## src/rtl/wavefront_tile_sched_pkg.sv

```systemverilog
`default_nettype none
// ============================================================================
//  Module      : wavefront_pkg
//  Description : Shared types and helpers for the wavefront tile scheduler.
//  Revision    : 1.0  initial release
// ============================================================================
package wavefront_pkg;

    // Scheduler phases for one tile
    typedef enum logic [2:0] {
        IDLE  = 3'd0,
        CLEAR = 3'd1,
        FEED  = 3'd2,
        DRAIN = 3'd3,
        DONE  = 3'd4
    } sched_state_t;

    // Cycles needed for the last product to cross an n x n array
    function automatic int drain_cycles(input int n);
        return 2 * n - 1;
    endfunction

endpackage

`default_nettype wire

```

## src/rtl/wavefront_tile_sched_if.sv

```systemverilog
`default_nettype none
// ============================================================================
//  Module      : wavefront_tile_sched_if
//  Description : Valid/ready vector stream from the operand buffer.
//  Revision    : 1.0  initial release
// ============================================================================
interface wavefront_tile_sched_if #(
    parameter int DATA_WIDTH = 8,
    parameter int N          = 4
);
    logic                  in_valid;
    logic                  in_ready;
    logic [DATA_WIDTH-1:0] in_a [0:N-1];

    modport master (output in_valid, output in_a, input  in_ready);
    modport slave  (input  in_valid, input  in_a, output in_ready);
endinterface

`default_nettype wire

```

## src/rtl/wavefront_tile_sched_skew.sv

```systemverilog
`default_nettype none
// ============================================================================
//  Module      : skew_line_rst
//  Description : Resettable W-bit shift register of depth D (D >= 1).
//  Revision    : 1.0  initial release
// ============================================================================
module skew_line_rst #(
    parameter int W = 9,
    parameter int D = 1
) (
    input  logic         clk,
    input  logic         rst_n,
    input  logic [W-1:0] din,
    output logic [W-1:0] dout
);
    logic [W-1:0] stage_q [0:D-1];
    logic [W-1:0] stage_d [0:D-1];

    // Next value of each stage: head takes the input, the rest shift along
    always_comb begin
        stage_d[0] = din;
        for (int s = 1; s < D; s++) begin
            stage_d[s] = stage_q[s-1];
        end
    end

    // Stage registers; reset flushes the line to zero
    always_ff @(posedge clk or negedge rst_n) begin
        if (!rst_n) begin
            for (int s = 0; s < D; s++) begin
                stage_q[s] <= '0;
            end
        end else begin
            for (int s = 0; s < D; s++) begin
                stage_q[s] <= stage_d[s];
            end
        end
    end

    assign dout = stage_q[D-1];

endmodule

`default_nettype wire

```

## src/rtl/wavefront_tile_sched.sv

```systemverilog
`default_nettype none
// ============================================================================
//  Module      : wavefront_tile_sched
//  Description : Sequences one tile of an N-lane systolic array: clear,
//                feed K skewed vectors, drain 2N-1 cycles, pulse done.
//  Revision    : 1.0  initial release
// ============================================================================
module wavefront_tile_sched
    import wavefront_pkg::*;
#(
    parameter int DATA_WIDTH = 8,
    parameter int N          = 4,
    parameter int K_WIDTH    = 8
) (
    input  logic                    clk,
    input  logic                    rst_n,
    input  logic                    start,
    input  logic [K_WIDTH-1:0]      k_len,
    wavefront_tile_sched_if.slave   in_if,
    output logic [DATA_WIDTH-1:0]   arr_din [0:N-1],
    output logic [N-1:0]            lane_valid,
    output logic                    arr_clr,
    output logic                    busy,
    output logic                    done
);
    localparam int DRAIN_LEN = drain_cycles(N);
    localparam int DCW       = $clog2(2 * N);

    sched_state_t        state_q, state_d;
    logic [K_WIDTH-1:0]  k_reg_q, k_reg_d;
    logic [K_WIDTH-1:0]  beat_cnt_q, beat_cnt_d;
    logic [DCW-1:0]      drain_cnt_q, drain_cnt_d;
    logic                accept;
    logic [DATA_WIDTH:0] slot     [0:N-1];   // {valid, data} entering each lane
    logic [DATA_WIDTH:0] lane_out [0:N-1];

    // Next-state, counters and phase outputs
    always_comb begin
        state_d         = state_q;
        k_reg_d         = k_reg_q;
        beat_cnt_d      = beat_cnt_q;
        drain_cnt_d     = drain_cnt_q;
        in_if.in_ready  = 1'b0;
        arr_clr         = 1'b0;
        busy            = 1'b1;
        done            = 1'b0;
        accept          = 1'b0;
        case (state_q)
            IDLE: begin
                busy = 1'b0;
                if (start) begin
                    k_reg_d    = k_len;
                    beat_cnt_d = '0;
                    state_d    = CLEAR;
                end
            end
            CLEAR: begin
                arr_clr     = 1'b1;
                drain_cnt_d = '0;
                state_d     = (k_reg_q == '0) ? DONE : FEED;
            end
            FEED: begin
                in_if.in_ready = 1'b1;
                accept         = in_if.in_valid;
                if (accept) begin
                    beat_cnt_d = beat_cnt_q + K_WIDTH'(1);
                    // Compare before incrementing so k_len = max never wraps
                    if (beat_cnt_q == k_reg_q - K_WIDTH'(1)) begin
                        state_d = DRAIN;
                    end
                end
            end
            DRAIN: begin
                drain_cnt_d = drain_cnt_q + DCW'(1);
                if (drain_cnt_q == DCW'(DRAIN_LEN - 1)) begin
                    state_d = DONE;
                end
            end
            DONE: begin
                done    = 1'b1;
                state_d = IDLE;
            end
            default: state_d = IDLE;
        endcase
    end

    // Feed slot: accepted beat carries data with valid, everything else is a bubble
    always_comb begin
        for (int i = 0; i < N; i++) begin
            slot[i] = accept ? {1'b1, in_if.in_a[i]} : '0;
        end
    end

    // Scheduler state; reset aborts any tile in flight
    always_ff @(posedge clk or negedge rst_n) begin
        if (!rst_n) begin
            state_q     <= IDLE;
            k_reg_q     <= '0;
            beat_cnt_q  <= '0;
            drain_cnt_q <= '0;
        end else begin
            state_q     <= state_d;
            k_reg_q     <= k_reg_d;
            beat_cnt_q  <= beat_cnt_d;
            drain_cnt_q <= drain_cnt_d;
        end
    end

    // Lane i is delayed 1+i cycles so the grid receives a ready-made wavefront
    generate
        for (genvar i = 0; i < N; i++) begin : g_lane
            skew_line_rst #(
                .W (DATA_WIDTH + 1),
                .D (i + 1)
            ) u_skew (
                .clk   (clk),
                .rst_n (rst_n),
                .din   (slot[i]),
                .dout  (lane_out[i])
            );
            assign arr_din[i]    = lane_out[i][DATA_WIDTH-1:0];
            assign lane_valid[i] = lane_out[i][DATA_WIDTH];
        end
    endgenerate

endmodule

`default_nettype wire

```

## src/flat_wrapper.sv

```systemverilog
// flat-port wrapper written by rule: the top's interface ports become plain ports
module wavefront_tile_sched_flat import wavefront_pkg::*;
#(
    parameter int DATA_WIDTH = 8,
    parameter int N          = 4,
    parameter int K_WIDTH    = 8
)
  (clk, rst_n, start, k_len, arr_din, lane_valid, arr_clr, busy, done, in_if_in_valid, in_if_in_a, in_if_in_ready);
  wavefront_tile_sched_if #(.DATA_WIDTH(DATA_WIDTH), .N(N)) in_if_i ();
  input  logic clk;
  input  logic rst_n;
  input  logic start;
  input  logic [K_WIDTH-1:0] k_len;
  output logic [DATA_WIDTH-1:0] arr_din[0:N-1];
  output logic [N-1:0] lane_valid;
  output logic arr_clr;
  output logic busy;
  output logic done;
  input wire logic [$bits(in_if_i.in_valid)-1:0] in_if_in_valid;
  input wire logic [$bits(in_if_i.in_a)-1:0] in_if_in_a;
  output wire logic [$bits(in_if_i.in_ready)-1:0] in_if_in_ready;
  assign in_if_i.in_valid = in_if_in_valid;
  assign in_if_i.in_a = {>>{in_if_in_a}};
  assign in_if_in_ready = in_if_i.in_ready;
  wavefront_tile_sched #(.DATA_WIDTH(DATA_WIDTH), .N(N), .K_WIDTH(K_WIDTH)) u_core (.clk(clk), .rst_n(rst_n), .start(start), .k_len(k_len), .in_if(in_if_i), .arr_din(arr_din), .lane_valid(lane_valid), .arr_clr(arr_clr), .busy(busy), .done(done));
endmodule
```

## config.mk

```make
export PLATFORM = sky130hd
export DESIGN_NAME = wavefront_tile_sched_flat
export DESIGN_NICKNAME = d
export VERILOG_FILES = /design/src/rtl/wavefront_tile_sched_pkg.sv /design/src/rtl/wavefront_tile_sched_if.sv /design/src/rtl/wavefront_tile_sched_skew.sv /design/src/rtl/wavefront_tile_sched.sv /design/src/flat_wrapper.sv
export SDC_FILE = /design/constraint.sdc
export NUM_CORES = 1
export LEC_CHECK = 0
export BUFFER_PORTS_ARGS = -buffer_cell sky130_fd_sc_hd__buf_2
export CORE_ASPECT_RATIO = 0.6
export CORE_MARGIN = 2
export CORE_UTILIZATION = 50
export DETAILED_ROUTE_END_ITERATION = 6
export GPL_ROUTABILITY_DRIVEN = 0
export PLACE_DENSITY = 0.78
export SYNTH_ARGS = -nofsm -noshare
export SYNTH_HDL_FRONTEND = slang
export SYNTH_HIERARCHICAL = 1
export SYNTH_SLANG_ARGS = --single-unit
export TNS_END_PERCENT = 30
```

## constraint.sdc

```tcl
create_clock -name clk -period 2.5 [get_ports clk]
set_clock_uncertainty 0.1 [all_clocks]
set_input_delay 0.625 -clock clk [delete_from_list [all_inputs] [get_ports clk]]
set_output_delay 0.625 -clock clk [all_outputs]
set_load 0.01 [all_outputs]
```

=== Word level (Yosys, flattened, before mapping) ===
Cells that the tools add are included.

* Flip-flop bits (word level): 112
* Output and inout port bits: 40
* Word-level logic and storage cells: 53

* Add/sub/neg operators: 3
* Equality and inequality tests: 10
* Multiplexer cells: 19
* Reduce and logical (&&, ||, !) cells: 7

{| class="wikitable"
|+ Operator list
! cell !! number
|-
| $mux 9 || 4
|-
| $mux 8 || 2
|-
| $pmux 8 s2 || 1
|-
| $mux 3 || 5
|-
| $pmux 3 s4 || 1
|-
| $add 8x1->8 const B || 1
|-
| $eq 8x8->1 || 1
|-
| $logic_not 8->1 || 1
|-
| $sub 8x1->8 const B || 1
|-
| $eq 3x2->1 const B || 2
|-
| $eq 3x3->1 const B || 2
|-
| $pmux 3 s2 || 1
|-
| $mux 1 || 5
|-
| $ne 2x1->1 const B || 2
|-
| $ne 2x2->1 const B || 2
|-
| $reduce_and 4->1 || 1
|-
| $reduce_bool 2->1 || 2
|-
| $add 3x1->3 const B || 1
|-
| $eq 3x1->1 const B || 1
|-
| $logic_not 3->1 || 1
|-
| $reduce_and 3->1 || 1
|-
| $reduce_and 2->1 || 1
|}

=== Logic depth before layout (Yosys ltp) ===
Gate-level depths: netlist of the first run.

* Word-level depth: 5
* Depth in mapped cells: 7
* Gate-level depth less buffers: 6

=== By module ===
Netlist of the first run, hierarchy kept.

{| class="wikitable"
|+ Modules (own cells, without submodules)
! module !! times used !! cells each !! area each (sq um) !! seq. area each (sq um)
|-
| wavefront_tile_sched || 1 || 173 || 1503.9 || 550.5
|-
| skew_line_rst at u_core.g_lane[3].u_skew || 1 || 36 || 900.9 || 900.9
|-
| skew_line_rst at u_core.g_lane[2].u_skew || 1 || 27 || 675.6 || 675.6
|-
| skew_line_rst at u_core.g_lane[1].u_skew || 1 || 18 || 450.4 || 450.4
|-
| skew_line_rst at u_core.g_lane[0].u_skew || 1 || 9 || 225.2 || 225.2
|}

=== Worst setup path after synthesis of the first run ===
Ideal clock, no wire load.

* Kind: register -> register
* Start: register u_core.k_reg_q[2]
* End: register u_core.state_q[0]
* Library setup time: 0.128 ns
* Arrival: 1.574 ns
* Data required time: 2.272 ns
* Setup slack: 0.698 ns
* Stages on the path, launching flop included: 5
* Clock period less this slack: 1.802 ns
* Cell sequence: dfrtp_1 or3_4 or4_1 a221oi_2 o31ai_1

* Longest elaborated chain between the ends: 4

{| class="wikitable"
|+ RTL lines
! what !! RTL line !! text
|-
| start, declared || wavefront_tile_sched.sv:30 || <nowiki>logic [K_WIDTH-1:0] k_reg_q, k_reg_d;</nowiki>
|-
| start signal, assigned || wavefront_tile_sched.sv:103 || <nowiki>k_reg_q <= k_reg_d;</nowiki>
|-
| $sub 8x1->8 || wavefront_tile_sched.sv:68 || <nowiki>if (beat_cnt_q == k_reg_q - K_WIDTH'(1)) begin</nowiki>
|-
| $eq 8x8->1 || wavefront_tile_sched.sv:68 ||
|-
| $ne 2x1->1 (no source line) || -- ||
|-
| $reduce_and 4->1 (no source line) || -- ||
|-
| end signal, assigned || wavefront_tile_sched.sv:102 || <nowiki>state_q <= state_d;</nowiki>
|-
| end, declared || wavefront_tile_sched.sv:29 || <nowiki>sched_state_t state_q, state_d;</nowiki>
|}

Every way passes these cells.
A chain may end at the register's enable or synchronous reset.

=== Worst setup path in the final report of the first run ===
* Start: register u_core.state_q[2]
* End: output port in_if_in_ready

* Longest elaborated chain between the ends: 2

{| class="wikitable"
|+ RTL lines
! what !! RTL line !! text
|-
| $eq 3x2->1 || wavefront_tile_sched.sv:48 || <nowiki>case (state_q)</nowiki>
|-
| $mux 1 || wavefront_tile_sched.sv:48 ||
|-
| end, declared || flat_wrapper.sv:21 || <nowiki>output wire logic [$bits(in_if_i.in_ready)-1:0] in_if_in_ready;</nowiki>
|}

Every way passes these cells.

==> results of run 1 <==
## worst paths after layout
check,from,end,slack [ns],cells past startpoint
setup / recovery,u_core/state_q[2],in_if_in_ready,0.37,3
hold / removal,rst_n,u_core/g_lane[2].u_skew/dout[7],0.05,1
setup reg to reg,u_core/k_reg_q[2],u_core/state_q[0],0.57,4
hold reg to reg,u_core/g_lane[3].u_skew/stage_d[5],u_core/g_lane[3].u_skew/dout[5],0.25,0
max in group asynchronous,rst_n,u_core/state_q[2],1.58,2
min in group clk,u_core/g_lane[3].u_skew/stage_d[5],u_core/g_lane[3].u_skew/dout[5],0.25,0
## cells in the final DEF, fill, tap and decap left out, drive strengths merged, types with 2 or more instances in the layout
master / n
nor3b: 4
or3: 3
nand2b: 2
nor2: 12
nand3: 2
dfrtp: 112
a21oi: 7
o31ai: 2
a31oi: 2
xnor2: 8
nor3: 4
nand4: 2
and3: 4
and2: 32
clkinv: 3
o21ai: 7
inv: 9
ha: 5
nor2b: 2
buf: 87
nand2: 11
nor4: 4
mux2: 6
xor2: 3
clkbuf: 10
## layout make-up
cell class              instances  area, µm²  area share (%)
clock buffers                  10        239            5.19
clock inverters                 6       58.8            1.28
repair buffers                 87        460            10.0
multi-input cells             134        887            19.3
inverters                       7       26.3           0.571
flip-flops and latches        112       2800            60.9
well taps                     104        130            2.83
## cells by family (layout without fill, tap and decap cells)
family	after synthesis	after routing	synth area share, %
buffers and inverters	17	110	1.77
AOI/OAI and AO/OA	25	25	4.33
muxes	7	7	2.07
xor gates and xnor gates	11	11	2.57
and+or+nand+nor	86	86	13.0
adders and majority gates	5	5	1.67
DFF	112	112	74.6
## registers in the layout, indices dropped and copies added, names as in the netlist
register and count:
u_core/state_q 3, u_core/k_reg_q 8, u_core/drain_cnt_q 3, u_core/beat_cnt_q 8, u_core/g_lane.u_skew/dout 36, u_core/g_lane.u_skew/stage_d 54
## where the power goes
group	total, mW	internal, mW	switching (mW)
clock network	1.35	0.722	0.631
logic	1.11	0.502	0.606
registers	2.50	2.22	0.275
total	4.96	3.45	1.51
## through the flow
step                utilization [%]  power, mW  instances  hold slack, ns
finish                         63.4       4.96        460          0.0526
CTS                            63.4       5.02        460          0.0466
floorplan                         -       3.23        263           0.229
detailed placement             59.3       3.64        444           0.235
global placement               59.3       3.59        444           0.232
global route                   63.4       5.29        460          0.0525
## critical path, stage by stage, from the launching register on
cell,delay (ns)
dfrtp_1,0.42
or2_2,0.40
nor2_1,0.11
buf_2,0.14
## metal layers
layer  global-route usage (%)  part of all wire (%)
met4                     4.37                  0.49
met2                     25.0                    45
met3                     5.66                   6.8
met1                     23.5                    48
met5                        0                     0
==> summary.md, run 1 <==
| Metric | Value |
|---|---|
| Mapped Cells | 263 |
| GRT Util Overall | 16.6% |
| Initial Util | 51.7% |
| Post-CTS Repair Setup Buffers | 0 |
| Die Span X | 116 µm |
| Final WL | 6300 µm |
| Status | completed |
| Setup violations, final | 0 |
| DR iter-0 viols | 181 |
| Worst Setup End Kind | output pin |
| Syn Nets | 312 |
| Number of global-route vias before repair | 2099 |
| Area fraction of the dominant cell type after synthesis | 74.6% |
| Clk buf depth | 2 |
| CP max FO | 9 |
| Post-route cell area | 0.00460 mm² |
| Mapped Area | 0.00376 mm² |
| CTS tree | built |
| Root buffer cell | clkbuf_16 |
| Worst EP arrival | 1.40 ns |
| Worst Setup Start Kind | register |
| Power Density | 1080 mW/mm² |
| Clock latency on the worst-skew pair | 0.34 ns |
| Antenna viol nets, final | 0 |
| Place WS | 0.596 ns |
| Global-route wire length before repair | 10200 µm |
| Final Slew Violations | 0 |
| Post-DP HPWL | 4290 µm |
| # DRC | 0 |
| Die Ht | 71.1 µm |
| Seq/Total Area, Yosys | 74.6% |
| I/O pin count | 84 |
| Max transition margin | 56.6% |
| Crit path required time | 1.77 ns |
| Placed instance area | 0.00431 mm² |
| Worst-path clk slew | 0.07 ns |
| Post_cts resized | 0 |
| Critical path class | register to output pin |
| YS warnings | 6 |
| FMAX | 471 MHz |
| Hold-fix buffers, CTS | 0 |
| Syn avg cell area | 14.3 µm² |
| Worst Tran Pin Value | 0.633 ns |
| Setup_tns | 0 ns |
| Area Overhead vs Synth | 22.6% |
| GR Overflow Total | 0 |
| Core footprint | 0.00727 mm² |
| Fillers | 576 |
| Synth cell count leaders | dfrtp_1, and2_1, nor2_1, nand2_1 |
| Number of synthesized flops with an enable pin | 0 |
| Final #Nets | 400 |
| Synth cell types | 37 |
| FF+latch count, synth | 112 |
| Vias | 2199 |
| Yosys top cell by area | dfrtp_1 |
| Vias per cell | 4.78 |
| WL/cell | 13.7 µm |
| RSZ-0062 raised after global routing | false |
| Largest net degree at the start of global routing | 46 |
| Initial antenna violation count | 0 |
| Leakage | 2.42 nW |
| Post-synth ARST share | 100% |
| Ys flop type | dfrtp_1 |
| Hold Vio Cnt, Final | 0 |
| I/O Buffers | 83 |
| Post-route setup slack | 0.375 ns |
| Layout cell share with drive strength beyond 1 | 31.5% |
| Worst vdd ir | 0.436 mV |
| H-tree Lvls | 3 |
| Max cap viols | 0 |
| Worst Hold Class | primary input to async pin |
| Total CTS buffers | 9 |
| Clk sinks | 112 |
| Site row count | 24 |
| Area contributors post-synth | dfrtp_1, and2_1, xnor2_1, mux2_2, ha_1 |
| First drt pass iteration count | 4 |
| Crit path time final | 2.13 ns |
| Die area | 0.00824 mm² |
| Count leader, synth | dfrtp_1 |
| # diodes | 0 |
| Period utilisation layout | 85.0% |
No activity file was read; power rests on OpenSTA's default activity.
==> run 2, diff against run 1 <==
Settings changed: CELL_PAD_IN_SITES_DETAIL_PLACEMENT from default to 0, CELL_PAD_IN_SITES_GLOBAL_PLACEMENT from default to 1, CORE_UTILIZATION 50 to 43, PLACE_DENSITY 0.78 to 0.81.
==> run 2 against run 1 <==
  * Critical path depth unchanged
  * First-iteration DRC count fell by 17%
  * Combinational power about the same
  * Maximum frequency is 0.53% higher
  * Final cell count rose by 2.0%
  * Non-clock buffer count unchanged
  * Register-to-register slack lost 0.02 ns
  * Largest power group unchanged
==> summary.md, run 2 (same netlist as run 1, synthesis figures left out) <==
| Metric | Value |
|---|---|
| Area Overhead vs Synth | 23.2% |
| Max cap viols | 0 (unchanged) |
| CTS tree | built |
| H-tree Lvls | 3 (unchanged) |
| Clk sinks | 112 (unchanged) |
| Setup_tns | 0 ns (unchanged) |
| Vias | 2189 (-0.45%) |
| Setup violations, final | 0 (unchanged) |
| # DRC | 0 (unchanged) |
| I/O Buffers | 83 (unchanged) |
| RSZ-0062 raised after global routing | false |
| Core footprint | 0.00849 mm² (+17%) |
| CP max FO | 9 (unchanged) |
| Commonest cells after routing, fill and taps aside | dfrtp_1, buf_2, and2_1 |
| WL/cell | 13.8 µm (+0.48%) |
| Root buffer cell | clkbuf_16 |
| Worst Tran Pin Value | 0.656 ns (+0.0233 ns) |
| Total CTS buffers | 9 (unchanged) |
| Initial Util | 44.2% (-7.4 points) |
| Hold slack | 0.0882 ns (+0.0356 ns) |
| Post-CTS Repair Setup Buffers | 0 (unchanged) |
| Crit path time final | 2.11 ns (-0.0111 ns) |
| Final Slew Violations | 0 (unchanged) |
| Power Density | 1090 mW/mm² (+1.0%) |
| Final #Nets | 400 (unchanged) |
| Number of global-route vias before repair | 2141 (+2.0%) |
| Crit path required time | 1.77 ns (about the same) |
| Most common cell after layout, fill and taps aside | dfrtp_1 |
| Global-route wire length before repair | 10700 µm (+4.3%) |
| Antenna viol nets, final | 0 (unchanged) |
| Die Span X | 125 µm (+7.6%) |
| Worst Setup Start Kind | register |
| Site row count | 26 (+8.3%) |
| Largest register FFs | 54 (unchanged) |
| Max transition margin | 56.3% (-0.35 points) |
| Post-DP HPWL | 4510 µm (+5.0%) |
| Worst EP arrival | 1.39 ns (about the same) |
| Period utilisation layout | 84.6% (-0.44 points) |
| DR iter-0 viols | 150 (-17%) |
| Hold-fix buffers, CTS | 0 (unchanged) |
| First drt pass iteration count | 5 (+1) |
| I/O pin count | 84 (unchanged) |
| FMAX | 473 MHz (+0.53%) |
| Worst-path clk slew | 0.07 ns (about the same) |
| Fillers | 694 (+20%) |
| Critical path class | register to output pin |
| Worst Hold Class | primary input to async pin |
| Final WL | 6460 µm (+2.4%) |
| Post_cts resized | 0 (unchanged) |
| Clk buf depth | 2 (unchanged) |
| Worst vdd ir | 0.414 mV (-5.0%) |
| GRT Util Overall | 14.4% (-2.2 points) |
| Status | completed |
| Initial antenna violation count | 1 (+1) |
| Hold Vio Cnt, Final | 0 (unchanged) |
| Vias per cell | 4.67 (-2.4%) |
| Leakage | 2.43 nW (+0.35%) |
| Worst Setup End Kind | output pin |
| Clock latency on the worst-skew pair | 0.33 ns (about the same) |
| Die Ht | 76.4 µm (+7.4%) |
| Layout cell share with drive strength beyond 1 | 31.5% (unchanged) |
| Die area | 0.00952 mm² (+16%) |
| GR Overflow Total | 0 (unchanged) |
| Largest net degree at the start of global routing | 56 (+22%) |
run 2: cell count changes in the layout (fill, tap and decap cells not counted), sizes merged:
cell / delta
bufinv: +1
diode: +1
inv: -1
run 2: cell type report:
type / count / area (µm²) / share of cell area (%)
tap: 112 / 140 / 3.03
timing repair buffer: 87 / 460 / 9.95
clock buffer: 10 / 239 / 5.17
clock inverter: 6 / 67.6 / 1.46
multi-input combinational: 134 / 887 / 19.2
antenna: 1 / 2.50 / 0.0541
sequential: 112 / 2800 / 60.6
inverter: 7 / 26.3 / 0.568
run 2: final timing paths:
check | cells past startpoint | slack [ns] | start | end
max | 3 | 0.39 | u_core/state_q[0] | in_if_in_ready
min | 1 | 0.09 | rst_n | u_core/g_lane[3].u_skew/dout[4]
max reg2reg | 3 | 0.55 | u_core/state_q[1] | u_core/k_reg_q[4]
min reg2reg | 0 | 0.24 | u_core/g_lane[3].u_skew/stage_d[10] | u_core/g_lane[3].u_skew/stage_d[1]
max in group asynchronous | 2 | 1.48 | rst_n | u_core/g_lane[2].u_skew/dout[7]
min in group clk | 0 | 0.24 | u_core/g_lane[3].u_skew/stage_d[10] | u_core/g_lane[3].u_skew/stage_d[1]
run 2: per-layer routing:
layer | vias up | GRT usage (%) | part of all wire [%]
met1 | 1077 | 21.1 | 51
met3 | 4 | 5.90 | 6.9
met5 | - | 0 | 0
met4 | 0 | 4.16 | 0.63
met2 | 61 | 19.7 | 41
li1 | 1047 | - | -
run 2: worst max-delay path, cell delays in order (launching register included):
cell     delay, ns
dfrtp_1       0.44
or2_2         0.38
nor2_1        0.11
buf_2         0.13
run 2: per-stage QoR:
stage | utilization, % | power (mW) | instances | setup WS (ns) | instance area [µm²]
6_report | 54.5 | 5.03 | 469 | 0.386 | 4630
5_1_grt | 54.5 | 5.35 | 468 | 0.298 | 4620
4_1_cts | 54.5 | 5.10 | 468 | 0.366 | 4620
3_5_place_dp | 50.8 | 3.65 | 452 | 0.562 | 4320
3_3_place_gp | 50.8 | 3.61 | 452 | 0.605 | 4320
2_1_floorplan | - | 3.23 | 263 | 0.698 | 3760
run 2: report_power, final:
group          leakage (nW)  internal, mW  switching [mW]
registers              1.50          2.22           0.274
clock network         0.150         0.810           0.621
logic                 0.773         0.501           0.604
total                  2.43          3.54            1.50
